## src/rtl/pipe_hazard_ctl.sv

```systemverilog
// pipe_hazard_ctl: stall/flush sequencer for the 5-stage pipeline with memory handshake, timeout and perf counters
module pipe_hazard_ctl #(
  parameter int TIMEOUT = 64,
  parameter int CNT_W   = 16
) (
  input  logic             clk,
  input  logic             rst,
  input  logic [4:0]       i_id_rs1,
  input  logic [4:0]       i_id_rs2,
  input  logic             i_id_use_rs1,
  input  logic             i_id_use_rs2,
  input  logic [4:0]       i_ex_rd,
  input  logic             i_ex_memRead,
  input  logic             i_ex_branch_taken,
  input  logic             i_mem_op,
  input  logic             i_dmem_ready,
  output logic             o_dmem_req,
  output logic             o_pc_we,
  output logic             o_ifid_we,
  output logic             o_idex_we,
  output logic             o_exmem_we,
  output logic             o_ifid_flush,
  output logic             o_idex_flush,
  output logic             o_memwb_bubble,
  output logic             o_err,
  output logic [CNT_W-1:0] o_stall_cycles,
  output logic [CNT_W-1:0] o_flush_count
);
  localparam int WW = $clog2(TIMEOUT);
  typedef enum logic [1:0] {S_RUN, S_WAIT, S_ADV, S_ERR} state_t;
  state_t           r_state, w_next;
  logic [WW-1:0]    r_wcnt;
  logic             r_err;
  logic [CNT_W-1:0] r_stall, r_flush;
  logic             w_freeze, w_lu;
  // Next state plus all control outputs; the memory freeze outranks branch, which outranks load-use
  always_comb begin
    w_lu = i_ex_memRead && i_ex_rd != 5'd0 &&
           ((i_id_use_rs1 && i_id_rs1 == i_ex_rd) || (i_id_use_rs2 && i_id_rs2 == i_ex_rd));
    w_next = r_state;
    w_freeze = 1'b0;
    o_dmem_req = 1'b0;
    case (r_state)
      S_RUN: if (i_mem_op) begin
        o_dmem_req = 1'b1;
        w_freeze = 1'b1;
        w_next = S_WAIT;
      end
      S_WAIT: begin
        w_freeze = 1'b1;
        w_next = i_dmem_ready ? S_ADV : (r_wcnt == WW'(TIMEOUT - 1)) ? S_ERR : S_WAIT;
      end
      S_ADV: w_next = S_RUN;
      default: w_freeze = 1'b1;
    endcase
    o_pc_we = !w_freeze && (i_ex_branch_taken || !w_lu);
    o_ifid_we = o_pc_we;
    o_idex_we = !w_freeze;
    o_exmem_we = !w_freeze;
    o_ifid_flush = !w_freeze && i_ex_branch_taken;
    o_idex_flush = !w_freeze && (i_ex_branch_taken || w_lu);
    o_memwb_bubble = w_freeze;
  end
  // State register
  always_ff @(posedge clk or negedge rst) begin
    if (!rst) r_state <= S_RUN;
    else r_state <= w_next;
  end
  // Wait counter: zero outside WAIT so every WAIT entry starts from 0
  always_ff @(posedge clk or negedge rst) begin
    if (!rst) r_wcnt <= '0;
    else r_wcnt <= (r_state == S_WAIT && w_next == S_WAIT) ? r_wcnt + 1'b1 : '0;
  end
  // Sticky timeout flag, set on the edge that enters ERR
  always_ff @(posedge clk or negedge rst) begin
    if (!rst) r_err <= 1'b0;
    else r_err <= r_err | (w_next == S_ERR);
  end
  // Saturating performance counters
  always_ff @(posedge clk or negedge rst) begin
    if (!rst) begin
      r_stall <= '0;
      r_flush <= '0;
    end else begin
      if (!o_pc_we && r_stall != '1) r_stall <= r_stall + 1'b1;
      if (o_ifid_flush && r_flush != '1) r_flush <= r_flush + 1'b1;
    end
  end
  assign o_err = r_err;
  assign o_stall_cycles = r_stall;
  assign o_flush_count = r_flush;
endmodule

```

## config.mk

```make
export PLATFORM = sky130hd
export DESIGN_NAME = pipe_hazard_ctl
export DESIGN_NICKNAME = d
export VERILOG_FILES = /design/src/rtl/pipe_hazard_ctl.sv
export SDC_FILE = /design/constraint.sdc
export NUM_CORES = 1
export LEC_CHECK = 0
export BUFFER_PORTS_ARGS = -buffer_cell sky130_fd_sc_hd__buf_2
export CORE_UTILIZATION = 30
export DETAILED_ROUTE_END_ITERATION = 8
export PLACE_DENSITY_LB_ADDON = 0.25
export SLEW_MARGIN = 20
export SYNTH_ARGS = -nofsm -noshare
export SYNTH_HDL_FRONTEND = slang
export SYNTH_SLANG_ARGS = --single-unit
```

## constraint.sdc

```tcl
create_clock -name clk -period 1.95 [get_ports clk]
set_clock_uncertainty 0.15 [all_clocks]
set_input_delay 0.0975 -clock clk [delete_from_list [all_inputs] [get_ports clk]]
set_output_delay 0.0975 -clock clk [all_outputs]
set_load 0.03 [all_outputs]
```

==> impl_results.rst <==
.. list-table::
   :header-rows: 1

   * - Metric
     - Value
   * - Most area-consuming cells after synthesis
     - dfrtp_1 48%, xnor2_1 9.9%, xor2_1 7.0%
   * - Share of the synthesized area in compound gates (AO/OA/AOI/OAI)
     - 0.0625
   * - Count of unique library cells instantiated by Yosys
     - 36
   * - Detailed placer's ending HPWL
     - 3.96 mm
   * - Starting density of the core
     - 0.312
   * - Crit path max-delay cell type
     - dfrtp_2
   * - Total I/O pin count
     - 64
   * - Post-synthesis area per instance
     - 10.4 um2
   * - Maximum net fanout on the critical path
     - 6
   * - Total power density per cell area
     - 1070 mW/mm2
   * - Post-synthesis instance area
     - 0.00212 mm2
   * - Total non-filler cell area in the finished layout
     - 0.00318 mm2
   * - Mean number of vias per cell
     - 4.49
   * - Final period utilization
     - 1.04
   * - Setup slack of the worst register-to-register path
     - -70 ps
   * - Pins over their slew limit
     - 0
   * - GP Congestion
     - 0.787
   * - Upper clock frequency limit
     - 495 MHz
   * - Non-filler cells, final
     - 419
   * - Worst endpoint required time
     - 2030 ps
   * - Overall global routing resource usage
     - 0.147
   * - First-pass iteration count of the detailed router
     - 4
   * - Post-synthesis to final-layout area growth
     - 49.8%
   * - H-tree depth
     - 2
   * - Multiplexer share of the synthesized area
     - 0.0106
   * - Launch point of the worst reg-to-reg path
     - o_stall_cycles[1]$_DFFE_PN0P_
   * - Total die area
     - 0.00741 mm2
   * - Mean routed wirelength per cell
     - 12.6 um
   * - Setup repair after global routing missed its margin
     - yes
   * - Violations in the final reports
     - setup timing
   * - NumNets Final
     - 348
   * - Post-route setup slack
     - -69.5 ps
   * - Maxcap violations
     - 0
   * - Final hold vios
     - 0
   * - Sum of internal, switching and leakage power
     - 3.40 mW
   * - Die W
     - 86.1 um
   * - Synthesized-area fraction occupied by and/or/nand/nor cells
     - 0.228
   * - Synth Area in XOR/XNOR
     - 0.169
   * - Starting DRC count in detailed routing
     - 58
   * - Destination of the worst register-to-register timing path
     - o_stall_cycles[4]$_DFFE_PN0P_
   * - Placed insts
     - 406
   * - Stage delay of the slowest cell on the critical path
     - 430 ps
   * - Synth Flop Type
     - dfrtp_1
   * - Worst ir drop on vdd
     - 0.000727 V
   * - Fin Hold WS
     - 143 ps
   * - Adder and majority gate portion of the synthesized area
     - 0.0177
   * - Hold/Removal Path Class
     - in2async
   * - Largest net degree at the start of global routing
     - 22
   * - Most frequently used cell type in the post-synthesis netlist
     - dfrtp_1
   * - Remaining Overflow, GRT
     - 0
   * - Met3 Usage GRT
     - 0.0337
   * - Worst path cell trace
     - ha_4 -> and3_4 -> and3_4 -> a311oi_4 -> a21oi_2 -> or3_1 -> nand2_1
   * - Area share of the largest cell type after synthesis
     - 0.484
   * - Final Util
     - 0.468
   * - Clock tree root driver cell
     - clkbuf_8
   * - Most utilized layer in the global route result
     - met2
   * - Diodes inserted
     - 0
   * - Leakage power
     - 1.60 nW
   * - Count of state elements after synthesis
     - 41
   * - Sequential Area
     - 0.00104 mm2
   * - Met2 usage in global routing
     - 0.232
   * - Total via count after detailed routing
     - 1883
   * - Die Span Y
     - 86.1 um
   * - Worst slew margin relative to its limit
     - 0.680
   * - Instance count of the mapped netlist
     - 204
   * - Post-Place Cell Area
     - 0.00294 mm2
   * - Fillers
     - 659
   * - Reg2Reg Depth
     - 7
   * - Number of flops mapped to enable cells by yosys
     - 0
   * - Multi-input combinational cell area
     - 0.00117 mm2
   * - Category of the most critical setup path
     - reg2reg
   * - Clock network latency to the later pin of the worst-skew pair
     - 290 ps
   * - Buffers on Ports
     - 63
   * - Arrival time at the worst endpoint
     - 2100 ps
   * - Dominant combinational cell family by area after synthesis
     - simple AND/OR/NAND/NOR gates
   * - Most area-hungry cell type in the Yosys netlist
     - dfrtp_1
   * - First-pass GRT wire length
     - 8.47 mm
   * - Fraction of synthesis flops using an asynchronous set or reset pin
     - 1.00
   * - Area of the placeable core
     - 0.00679 mm2
   * - Type of element capturing the critical path
     - flip-flop
   * - Antenna violation net count after detailed routing
     - 0
   * - Proportion of synthesized chip area in sequential cells
     - 0.484
   * - Number of placement rows
     - 30
   * - Status
     - finished with violations
   * - Worst-Margin Slew
     - 481 ps
   * - Maximum clock insertion buffer count
     - 2
   * - Count of final setup violators
     - 13
   * - Number of DRC violations after detailed routing
     - 0
   * - Number of antenna violations at the first check in global routing
     - 0
   * - Fraction of layout cells with a size suffix above 1
     - 0.495
   * - Total routed wirelength
     - 5.27 mm
   * - TritonCTS clock tree
     - built
   * - Yosys warning total
     - 0
   * - CTS buffer count
     - 5
   * - Number of global-route vias before repair
     - 1794
   * - Most numerous cell types in the synthesized netlist
     - 41 x dfrtp_1, 24 x xnor2_1, 19 x nand2_1, 17 x xor2_1, 14 x nand3_1
   * - Clock tree sinks
     - 41
   * - Tmin final
     - 2020 ps
   * - Clock-pin slew reported for the worst setup and hold paths after clock tree synthesis
     - 70 ps
   * - Met1 track demand over resource in global routing
     - 0.198
   * - CP startpoint kind
     - flip-flop
   * - Net count after synthesis
     - 230
   * - Cell type with the highest occurrence count on the critical path
     - and3_4
logic make-up after synthesis:
family / Yosys count
AOI/OAI and AO/OA: 14
xor gates and xnor gates: 41
adders and majority gates: 3
buffers and inverters: 12
DFF: 41
muxes: 2
and+or+nand+nor: 91
sequential cells by signal (all words and copies together), names as in the netlist:
name and flops:
o_flush_count 16, r_state 2, r_wcnt 6, o_err 1, o_stall_cycles 16
stage by stage:
step                      worst slack, ps  setup TNS (ps)
after detailed placement             -134           -1110
after global routing                 -122           -1220
final                               -69.5            -473
after global placement               -103            -780
after CTS                           -58.8            -532
after floorplan                      -139           -1370
cell type report:
class                           instances  share of cell area
Multi-Input combinational cell        152               0.367
Clock buffer                            8              0.0284
Sequential cell                        41               0.328
Timing Repair Buffer                  115               0.230
Inverter                                7             0.00945
Tap cell                               96              0.0378
how the worst max path moves through the flow:
stage | cells after the start | start | slack [ps] | end
finish | 7 | o_stall_cycles[1]$_DFFE_PN0P_ | -70 | o_stall_cycles[4]$_DFFE_PN0P_
global placement | 8 | o_stall_cycles[1]$_DFFE_PN0P_ | -100 | o_stall_cycles[7]$_DFFE_PN0P_
global route | 8 | o_stall_cycles[1]$_DFFE_PN0P_ | -120 | o_stall_cycles[8]$_DFFE_PN0P_
CTS | 5 | o_stall_cycles[9]$_DFFE_PN0P_ | -60 | o_stall_cycles[1]$_DFFE_PN0P_
floorplan | 8 | o_stall_cycles[0]$_DFFE_PN0P_ | -140 | o_stall_cycles[11]$_DFFE_PN0P_
detailed placement | 8 | o_stall_cycles[1]$_DFFE_PN0P_ | -130 | o_stall_cycles[7]$_DFFE_PN0P_
worst max-delay path: cells and delay by family (launching register included):
family	cells	cell delay (ps)
and+or+nand+nor	4	720
adders and majority gates	1	160
DFF	1	430
AOI/OAI and AO/OA	2	500
layer usage:
metal / vias to the layer above / wire (um) / part of all wire
li1: 937 / - / -
met1: 889 / 2560 / 0.48
met2: 51 / 2410 / 0.46
met3: 6 / 244 / 0.046
met4: 0 / 63 / 0.012
met5: - / 0 / 0
where the power goes:
part           total [mW]  switching [mW]  internal, mW
sequential           1.11           0.101          1.01
combinational        1.72            1.00         0.717
clock               0.569           0.280         0.289
total                3.40            1.39          2.01
cells in the final DEF (no fill, tap or decap), types with 3 or more instances in the layout:
master	n
nor2_1	10
and3_4	3
dfrtp_1	29
clkbuf_8	6
buf_6	5
dfrtp_2	12
nand2_1	19
xnor2_1	23
inv_1	6
buf_4	45
and3_1	8
nand4_1	11
buf_2	63
nand2b_1	3
xor2_1	17
nor3_2	3
nand3_1	14
nor3_1	3
nor2_4	8
what timing repair did:
| item | in CTS | in global routing |
|---|---|---|
| setup endpoints to repair | 14 | 18 |
| endpoints found under the hold margin | 21 | 0 |
| cloned | 1 | 0 |
| setup buffers | 1 | 1 |
| hold buffers | 2 | 0 |
| gates resized for setup | 16 | 3 |
| pin swaps | 7 | 7 |
(Power assumes the default switching activity.)
